<file path="src/rtl/add4_share_ctrl.sv">
//------------------------------------------------------------------------------
// Module   : add4_share_ctrl
// Brief    : Round-robin arbiter/sequencer sharing one add4 datapath between
//            two requesters; returns the registered sum tagged with owner id.
// Revision : 1.0
//------------------------------------------------------------------------------
`default_nettype none

module add4_share_ctrl #(
    parameter int WIDTH = 4
) (
    input  logic               clk,
    input  logic               rst,
    input  logic               req0,
    input  logic [4*WIDTH-1:0] ops0,
    input  logic               req1,
    input  logic [4*WIDTH-1:0] ops1,
    output logic               gnt0,
    output logic               gnt1,
    output logic [WIDTH-1:0]   add_a,
    output logic [WIDTH-1:0]   add_b,
    output logic [WIDTH-1:0]   add_c,
    output logic [WIDTH-1:0]   add_d,
    input  logic [WIDTH-1:0]   add_sum,
    input  logic               add_ov,
    output logic [WIDTH-1:0]   res_sum,
    output logic               res_ov,
    output logic               res_id,
    output logic               res_valid,
    output logic               busy
);

    typedef enum logic [0:0] {
        ST_IDLE = 1'b0,
        ST_EXEC = 1'b1
    } state_t;

    state_t             r_state;
    logic               r_rr;
    logic               r_win;
    logic [4*WIDTH-1:0] r_ops;
    logic               w_win;
    logic [4*WIDTH-1:0] w_ops;

    // Round-robin pointer only breaks ties; a lone request always wins.
    always_comb begin
        w_win = (req0 & req1) ? r_rr : req1;
        w_ops = w_win ? ops1 : ops0;
    end

    assign add_a = r_ops[0*WIDTH +: WIDTH];
    assign add_b = r_ops[1*WIDTH +: WIDTH];
    assign add_c = r_ops[2*WIDTH +: WIDTH];
    assign add_d = r_ops[3*WIDTH +: WIDTH];

    always_ff @(posedge clk or negedge rst) begin
        if (!rst) begin
            r_state   <= ST_IDLE;
            r_rr      <= 1'b0;
            r_win     <= 1'b0;
            r_ops     <= '0;
            gnt0      <= 1'b0;
            gnt1      <= 1'b0;
            res_sum   <= '0;
            res_ov    <= 1'b0;
            res_id    <= 1'b0;
            res_valid <= 1'b0;
            busy      <= 1'b0;
        end else begin
            gnt0      <= 1'b0;
            gnt1      <= 1'b0;
            res_valid <= 1'b0;
            case (r_state)
                ST_IDLE: begin
                    if (req0 | req1) begin
                        r_ops   <= w_ops;
                        r_win   <= w_win;
                        gnt0    <= ~w_win;
                        gnt1    <= w_win;
                        busy    <= 1'b1;
                        r_state <= ST_EXEC;
                    end
                end
                ST_EXEC: begin
                    // Adder has settled from r_ops during this cycle.
                    res_sum   <= add_sum;
                    res_ov    <= add_ov;
                    res_id    <= r_win;
                    res_valid <= 1'b1;
                    r_rr      <= ~r_win;
                    busy      <= 1'b0;
                    r_state   <= ST_IDLE;
                end
                default: r_state <= ST_IDLE;
            endcase
        end
    end

endmodule

`default_nettype wire

</file>
<file path="config.mk">
export PLATFORM = sky130hd
export DESIGN_NAME = add4_share_ctrl
export DESIGN_NICKNAME = d
export VERILOG_FILES = /design/src/rtl/add4_share_ctrl.sv
export SDC_FILE = /design/constraint.sdc
export NUM_CORES = 1
export LEC_CHECK = 0
export CAP_MARGIN = 20
export CELL_PAD_IN_SITES_DETAIL_PLACEMENT = 0
export CELL_PAD_IN_SITES_GLOBAL_PLACEMENT = 1
export CORE_MARGIN = 10
export CORE_UTILIZATION = 26
export CTS_BUF_LIST = sky130_fd_sc_hd__clkbuf_2 sky130_fd_sc_hd__clkbuf_4 sky130_fd_sc_hd__clkbuf_8
export CTS_CLUSTER_SIZE = 25
export DETAILED_ROUTE_END_ITERATION = 8
export GPL_ROUTABILITY_DRIVEN = 0
export PLACE_DENSITY = 0.85
export SYNTH_ARGS = -nofsm -noshare
export SYNTH_HDL_FRONTEND = slang
export SYNTH_SLANG_ARGS = --single-unit
</file>
<file path="constraint.sdc">
create_clock -name clk -period 1.02 [get_ports clk]
set_input_delay 0.204 -clock clk [delete_from_list [all_inputs] [get_ports clk]]
set_output_delay 0.204 -clock clk [all_outputs]
set_load 0.02 [all_outputs]
</file>
==> results.sh, run 1 <==
export IMPL_cts_hold_buf=0
export IMPL_synth_top_family_by_area="compound AO/OA/AOI/OAI gates"
export IMPL_rsz0062_at_grt="yes"
export IMPL_violations="negative setup slack"
export IMPL_min_period_ns=1.10
export IMPL_finalHoldViolCount=0
export IMPL_synth_area_um2=1290
export IMPL_synthXorXnorAreaFrac_pct=0
export IMPL_cts_tree="built"
export IMPL_areaGrowthSynthToFinish_pct=75.8
export IMPL_final_cell_mix="clkdlybuf4s50_1, dfrtp_1, buf_6, nor2_1, a21oi_1"
export IMPL_yosys_area_share_simple_pct=6.91
export IMPL_synth_cell_types=19
export IMPL_yosysWarnings=0
export IMPL_max_slew_margin_pct=81.9
export IMPL_grt_pass1_vias=1324
export IMPL_grt_max_degree=30
export IMPL_outcome="finished, violations left"
export IMPL_die_w_um=90.3
export IMPL_cts_buffers_inserted=5
export IMPL_max_cap_violations=0
export IMPL_initialDrtViolationCount=56
export IMPL_period_share_pct=108
export IMPL_r2r_end="r_ops[12]$_DFFE_PN0P_"
export IMPL_fp_row_count=25
export IMPL_end_kind="register"
export IMPL_htree_levels=2
export IMPL_initial_core_util_pct=27.1
export IMPL_antenna_found_initial=0
export IMPL_maxSlewViolCount=0
export IMPL_die_h_um=90.3
export IMPL_mostFrequentLayoutCell="clkdlybuf4s50_1"
export IMPL_netlist_instances=123
export IMPL_synthTopCellsByArea="dfrtp_1, a31oi_1, a21oi_1"
export IMPL_setup_slack_ns=-0.0794
export IMPL_max_freq_mhz=910
export IMPL_arrival_ns=1.26
export IMPL_via_per_inst=4.59
export IMPL_drc=0
export IMPL_yosysTopAreaCell="dfrtp_1"
export IMPL_r2r_cells=4
export IMPL_synth_top_area_share_pct=56.4
export IMPL_hold_path_class="in -> async"
export IMPL_cp_data_required_time_ns=1.18
export IMPL_route_vias_total=1258
export IMPL_ir_worst_vdd_uv=930
export IMPL_setup_viol=19
export IMPL_crit_fanout=6
export IMPL_cts_path_max_buffers=2
export IMPL_dp_hpwl_um=3100
export IMPL_crit_type="reg -> reg"
export IMPL_final_cell_area_um2=2260
export IMPL_wl_um=4520
export IMPL_nFillCells=460
export IMPL_grt_pass1_wl_um=6870
export IMPL_grt_overflow=0
export IMPL_track_usage_pct=10.4
export IMPL_syn_nets=164
export IMPL_drive_above_1_share_pct=33.3
export IMPL_placed_cell_area_um2=2030
export IMPL_worstMarginPinSlew_ns=0.271
export IMPL_core_um2=4750
export IMPL_synth_seq_cells=29
export IMPL_die_area_um2=8160
export IMPL_holdWs_ns=0.292
export IMPL_n_antenna_cell=0
export IMPL_rrSetupSlack_ns=-0.08
export IMPL_nNetsFinal=248
export IMPL_clkTransAtPathRegs_ns=0.06
export IMPL_synthMuxAreaShare_pct=5.25
export IMPL_seq_area_frac_synth_pct=56.4
export IMPL_finalCoreUtilization_pct=47.6
export IMPL_power_density_nw_per_um2=1850
export IMPL_clk_latency_ns=0.27
export IMPL_cts_sinks=29
export IMPL_routedWlPerCell_um=16.5
export IMPL_clockRootBuffer="clkbuf_8"
export IMPL_critPathLaunchType="register"
export IMPL_synth_area_per_cell_um2=10.5
export IMPL_synth_compound_area_share_pct=23.2
export IMPL_synthAdderAreaFrac_pct=0
export IMPL_io_buffers=66
export IMPL_drtPass1Iterations=5
export IMPL_p_total_mw=4.19
export IMPL_clock_skew_ns=0.00511
export IMPL_preCtsSetupSlack_ns=-0.535
export IMPL_regToRegStartpoint="r_state$_DFF_PN0_"
export IMPL_postRouteAntennaNets=0
export IMPL_pin_count=67
export IMPL_p_leak_nw=0.961
## final cells by class
| class | instances | area [µm²] | share of cell area [%] |
|---|---|---|---|
| timing repair buffer | 85 | 843 | 37.3 |
| clock buffer | 7 | 90.1 | 3.98 |
| tap | 67 | 83.8 | 3.71 |
| multi-input combinational | 82 | 493 | 21.8 |
| inverter | 3 | 17.5 | 0.775 |
| sequential | 29 | 726 | 32.1 |
| timing repair inverter | 1 | 7.51 | 0.332 |
## cells by family after synthesis
family                 after synthesis
buffers and inverters               13
multiplexers                         6
AND/OR/NAND/NOR                     22
flip-flops                          29
AO/OA/AOI/OAI                       53
## worst max-delay path by stage
stage                                 start               endpoint  slack (ns)  cells past startpoint
after detailed placement               req1  r_ops[14]$_DFFE_PN0P_       -0.53                      5
after global routing       r_rr$_DFFE_PN0P_   r_ops[5]$_DFFE_PN0P_       -0.13                      3
after global placement                 req1  r_ops[10]$_DFFE_PN0P_       -0.50                      5
final                     r_state$_DFF_PN0_  r_ops[12]$_DFFE_PN0P_       -0.08                      4
after CTS                 r_state$_DFF_PN0_  r_ops[12]$_DFFE_PN0P_       -0.09                      4
after floorplan           r_state$_DFF_PN0_   r_ops[0]$_DFFE_PN0P_       -0.11                      5
## Yosys cell counts
master     n
dfrtp_1   29
a21oi_1   18
nor2_1    18
o21ai_0   17
a31oi_1   16
mux2_2     6
buf_2      3
buf_6      3
inv_1      2
nand2_1    2
and2b_1    1
buf_12     1
buf_4      1
clkbuf_1   1
clkbuf_8   1
inv_2      1
nand2b_1   1
o21ai_1    1
o21bai_4   1
## power breakdown
| group | switching, mW | internal, mW |
|---|---|---|
| logic | 0.746 | 0.896 |
| registers | 0.176 | 1.39 |
| clock network | 0.418 | 0.561 |
## registers in the layout (all words and copies together), names as in the netlist
signal,count
r_ops,16
busy,1
res_ov,1
res_id,1
r_win,1
gnt1,1
gnt0,1
r_state,1
r_rr,1
res_valid,1
res_sum,4
## timing repair
action                                 CTS  global route
setup endpoints to repair               47            48
gates cloned                             1             1
buffers inserted                         8             2
pin swaps                                7             1
resized for setup                      154            16
endpoints found under the hold margin    0             0
## per-layer routing
layer  up-vias  wire length, µm  part of all wire [%]  GRT usage [%]
li1        603                -                     -              -
met1       590             1990                    44           12.9
met2        60             2160                    48           16.0
met3         5              321                   7.1           3.91
met4         0               46                   1.0           3.71
met5         -                0                     0              0
## stage by stage
stage          setup TNS (ns)  cells
5_1_grt                 -2.26    274
2_1_floorplan          -0.857    123
3_3_place_gp           -12.82    255
4_1_cts                 -1.39    271
3_5_place_dp           -13.48    255
6_report                -1.08    274
## critical path, stage by stage (launching register included)
cell	delay, ns
dfrtp_1	0.38
o21bai_4	0.23
buf_6	0.15
a31oi_1	0.15
a21oi_1	0.08
No activity file was read; power rests on OpenSTA's default activity.
==> inputs of run 2 (changes only) <==
- CORE_UTILIZATION: 26 -> 29
- PLACE_DENSITY: 0.85 -> 0.9
- clock period: 1.02 -> 1.05 ns (I/O delays scaled with it)
==> run 2 against run 1 <==
Against the previous run: the run still ends with negative setup slack left; utilization grew 7.0 points; via count grew 1.1%; largest power group unchanged; sequential share of layout area shrank 1.3 points; non-clock buffer count shrank 1; critical endpoint is now r_ops[11]$_DFFE_PN0P_; setup slack lost 0.013 ns; sequential power shrank 4%; clock power grew 39%; wire length shrank 1.6%; first-iteration DRC count grew 55%.
==> results.sh, run 2 (synthesis results as in run 1) <==
export IMPL_max_cap_violations=0
export IMPL_die_area_um2=7500
export IMPL_n_antenna_cell=0
export IMPL_track_usage_pct=11.2
export IMPL_period_share_pct=109
export IMPL_setup_viol=16
export IMPL_combPwrFrac_pct=36.0
export IMPL_drtPass1Iterations=6
export IMPL_cts_buffers_inserted=5
export IMPL_preCtsSetupSlack_ns=-0.467
export IMPL_grt_pass1_vias=1343
export IMPL_drc=0
export IMPL_outcome="finished, violations left"
export IMPL_clock_skew_ns=0.00224
export IMPL_largest_reg_flops=16
export IMPL_clkTransAtPathRegs_ns=0.06
export IMPL_worstMarginPinSlew_ns=0.315
export IMPL_core_um2=4320
export IMPL_hold_path_class="in -> async"
export IMPL_cts_hold_buf=0
export IMPL_die_h_um=86.6
export IMPL_p_leak_nw=0.981
export IMPL_postRouteAntennaNets=0
export IMPL_via_per_inst=4.89
export IMPL_regArea_um2=726
export IMPL_antenna_found_initial=0
export IMPL_dp_hpwl_um=2940
export IMPL_cp_data_required_time_ns=1.21
export IMPL_finalHoldViolCount=0
export IMPL_arrival_ns=1.30
export IMPL_largestRegisters="r_ops: 16 flops, res_sum: 4 flops"
export IMPL_min_period_ns=1.14
export IMPL_final_cell_mix="clkdlybuf4s50_1, dfrtp_1, nor2_1, o21ai_0, buf_4"
export IMPL_io_buffers=66
export IMPL_fp_row_count=24
export IMPL_clk_latency_ns=0.27
export IMPL_p_int_mw=3.10
export IMPL_critPathLaunchType="register"
export IMPL_end_kind="register"
export IMPL_multiInputGateArea_um2=621
export IMPL_htree_levels=2
export IMPL_clockRootBuffer="clkbuf_8"
export IMPL_violations="negative setup slack"
export IMPL_grt_max_degree=30
export IMPL_cts_path_max_buffers=2
export IMPL_initial_core_util_pct=29.7
export IMPL_nFillCells=407
export IMPL_crit_fanout=5
export IMPL_r2r_cells=4
export IMPL_wl_um=4450
export IMPL_route_vias_total=1272
export IMPL_mostFrequentLayoutCell="clkdlybuf4s50_1"
export IMPL_regMostFlops="r_ops"
export IMPL_max_slew_margin_pct=78.9
export IMPL_cts_tree="built"
export IMPL_finalCoreUtilization_pct=54.6
export IMPL_routedWlPerCell_um=17.1
export IMPL_pin_count=67
export IMPL_nNetsFinal=248
export IMPL_max_freq_mhz=875
export IMPL_areaGrowthSynthToFinish_pct=83.5
export IMPL_clockPowerShare_pct=30.6
export IMPL_p_total_mw=4.46
export IMPL_cts_sinks=29
export IMPL_drive_above_1_share_pct=39.9
export IMPL_ir_worst_vdd_uv=998
export IMPL_crit_type="reg -> reg"
export IMPL_grt_pass1_wl_um=6820
export IMPL_maxSlewViolCount=0
export IMPL_switchingPower_mw=1.36
export IMPL_p_sw_share_pct=30.5
export IMPL_initialDrtViolationCount=87
export IMPL_rsz0062_at_grt="yes"
export IMPL_die_w_um=86.6
export IMPL_power_density_nw_per_um2=1890
export IMPL_grt_overflow=0
export IMPL_holdWs_ns=0.297
export IMPL_seqPwrFrac_pct=33.4
export IMPL_setup_slack_ns=-0.0926
## run 2: cell count changes in the layout (fill, tap and decap cells not counted), sizes merged
| cell | before | now |
|---|---|---|
| buf | 45 | 43 |
| bufinv | 0 | 2 |
| clkbuf | 9 | 8 |
| clkinv | 0 | 1 |
| nand2b | 1 | 2 |
## run 2: cell type report
cell class / count / area share (%)
inverters: 3 / 0.848
clock buffers: 5 / 2.92
repair buffers: 84 / 33.4
flip-flops and latches: 29 / 30.8
clock inverters: 3 / 2.76
repair inverters: 1 / 0.318
well taps: 52 / 2.76
multi-input cells: 83 / 26.3
## run 2: worst paths after layout
path                                   start               endpoint  slack, ns
max                        r_state$_DFF_PN0_  r_ops[11]$_DFFE_PN0P_      -0.09
min                                      rst   r_ops[7]$_DFFE_PN0P_       0.30
max reg2reg                r_state$_DFF_PN0_  r_ops[11]$_DFFE_PN0P_      -0.09
min reg2reg                r_win$_DFFE_PN0P_       r_rr$_DFFE_PN0P_       0.48
max in group asynchronous                rst       busy$_DFFE_PN0P_       0.59
min in group clk                        req0         gnt0$_DFF_PN0_       0.46
## run 2: routing by layer
| layer | up-vias | routed length (µm) | global-route usage, % |
|---|---|---|---|
| met2 | 47 | 2270 | 17.6 |
| li1 | 611 | - | - |
| met5 | - | 0 | 0 |
| met4 | 0 | 29 | 2.80 |
| met3 | 5 | 384 | 5.16 |
| met1 | 609 | 1760 | 13.5 |
## run 2: worst max-delay path, cell delays in order (launching register included)
cell and delay (ns):
dfrtp_1 0.38, o21bai_4 0.23, clkbuf_16 0.19, a31oi_1 0.14
a21oi_1 0.08
## run 2: per-stage QoR
step | instances | setup TNS [ns] | cell area (µm²)
3_3_place_gp | 245 | -10.43 | 2060
4_1_cts | 254 | -0.768 | 2100
3_5_place_dp | 245 | -10.87 | 2060
2_1_floorplan | 123 | -0.605 | 1300
5_1_grt | 260 | -2.07 | 2360
6_report | 260 | -0.996 | 2360
## run 2: power by group through the flow
stage               Clock [mW]  Combinational, mW  Sequential [mW]
finish                    1.36               1.61             1.49
floorplan                    0              0.440             1.74
global placement             0               1.46             1.49
global route              1.44               1.73             1.52
detailed placement           0               1.47             1.49
CTS                       1.40               1.32             1.46
## run 2: repair_timing
action,4_1_cts,5_1_grt
gates resized for setup,118,51
pin swaps,1,8
gates cloned,1,3
setup buffers,0,3
endpoints found under the setup margin,44,30
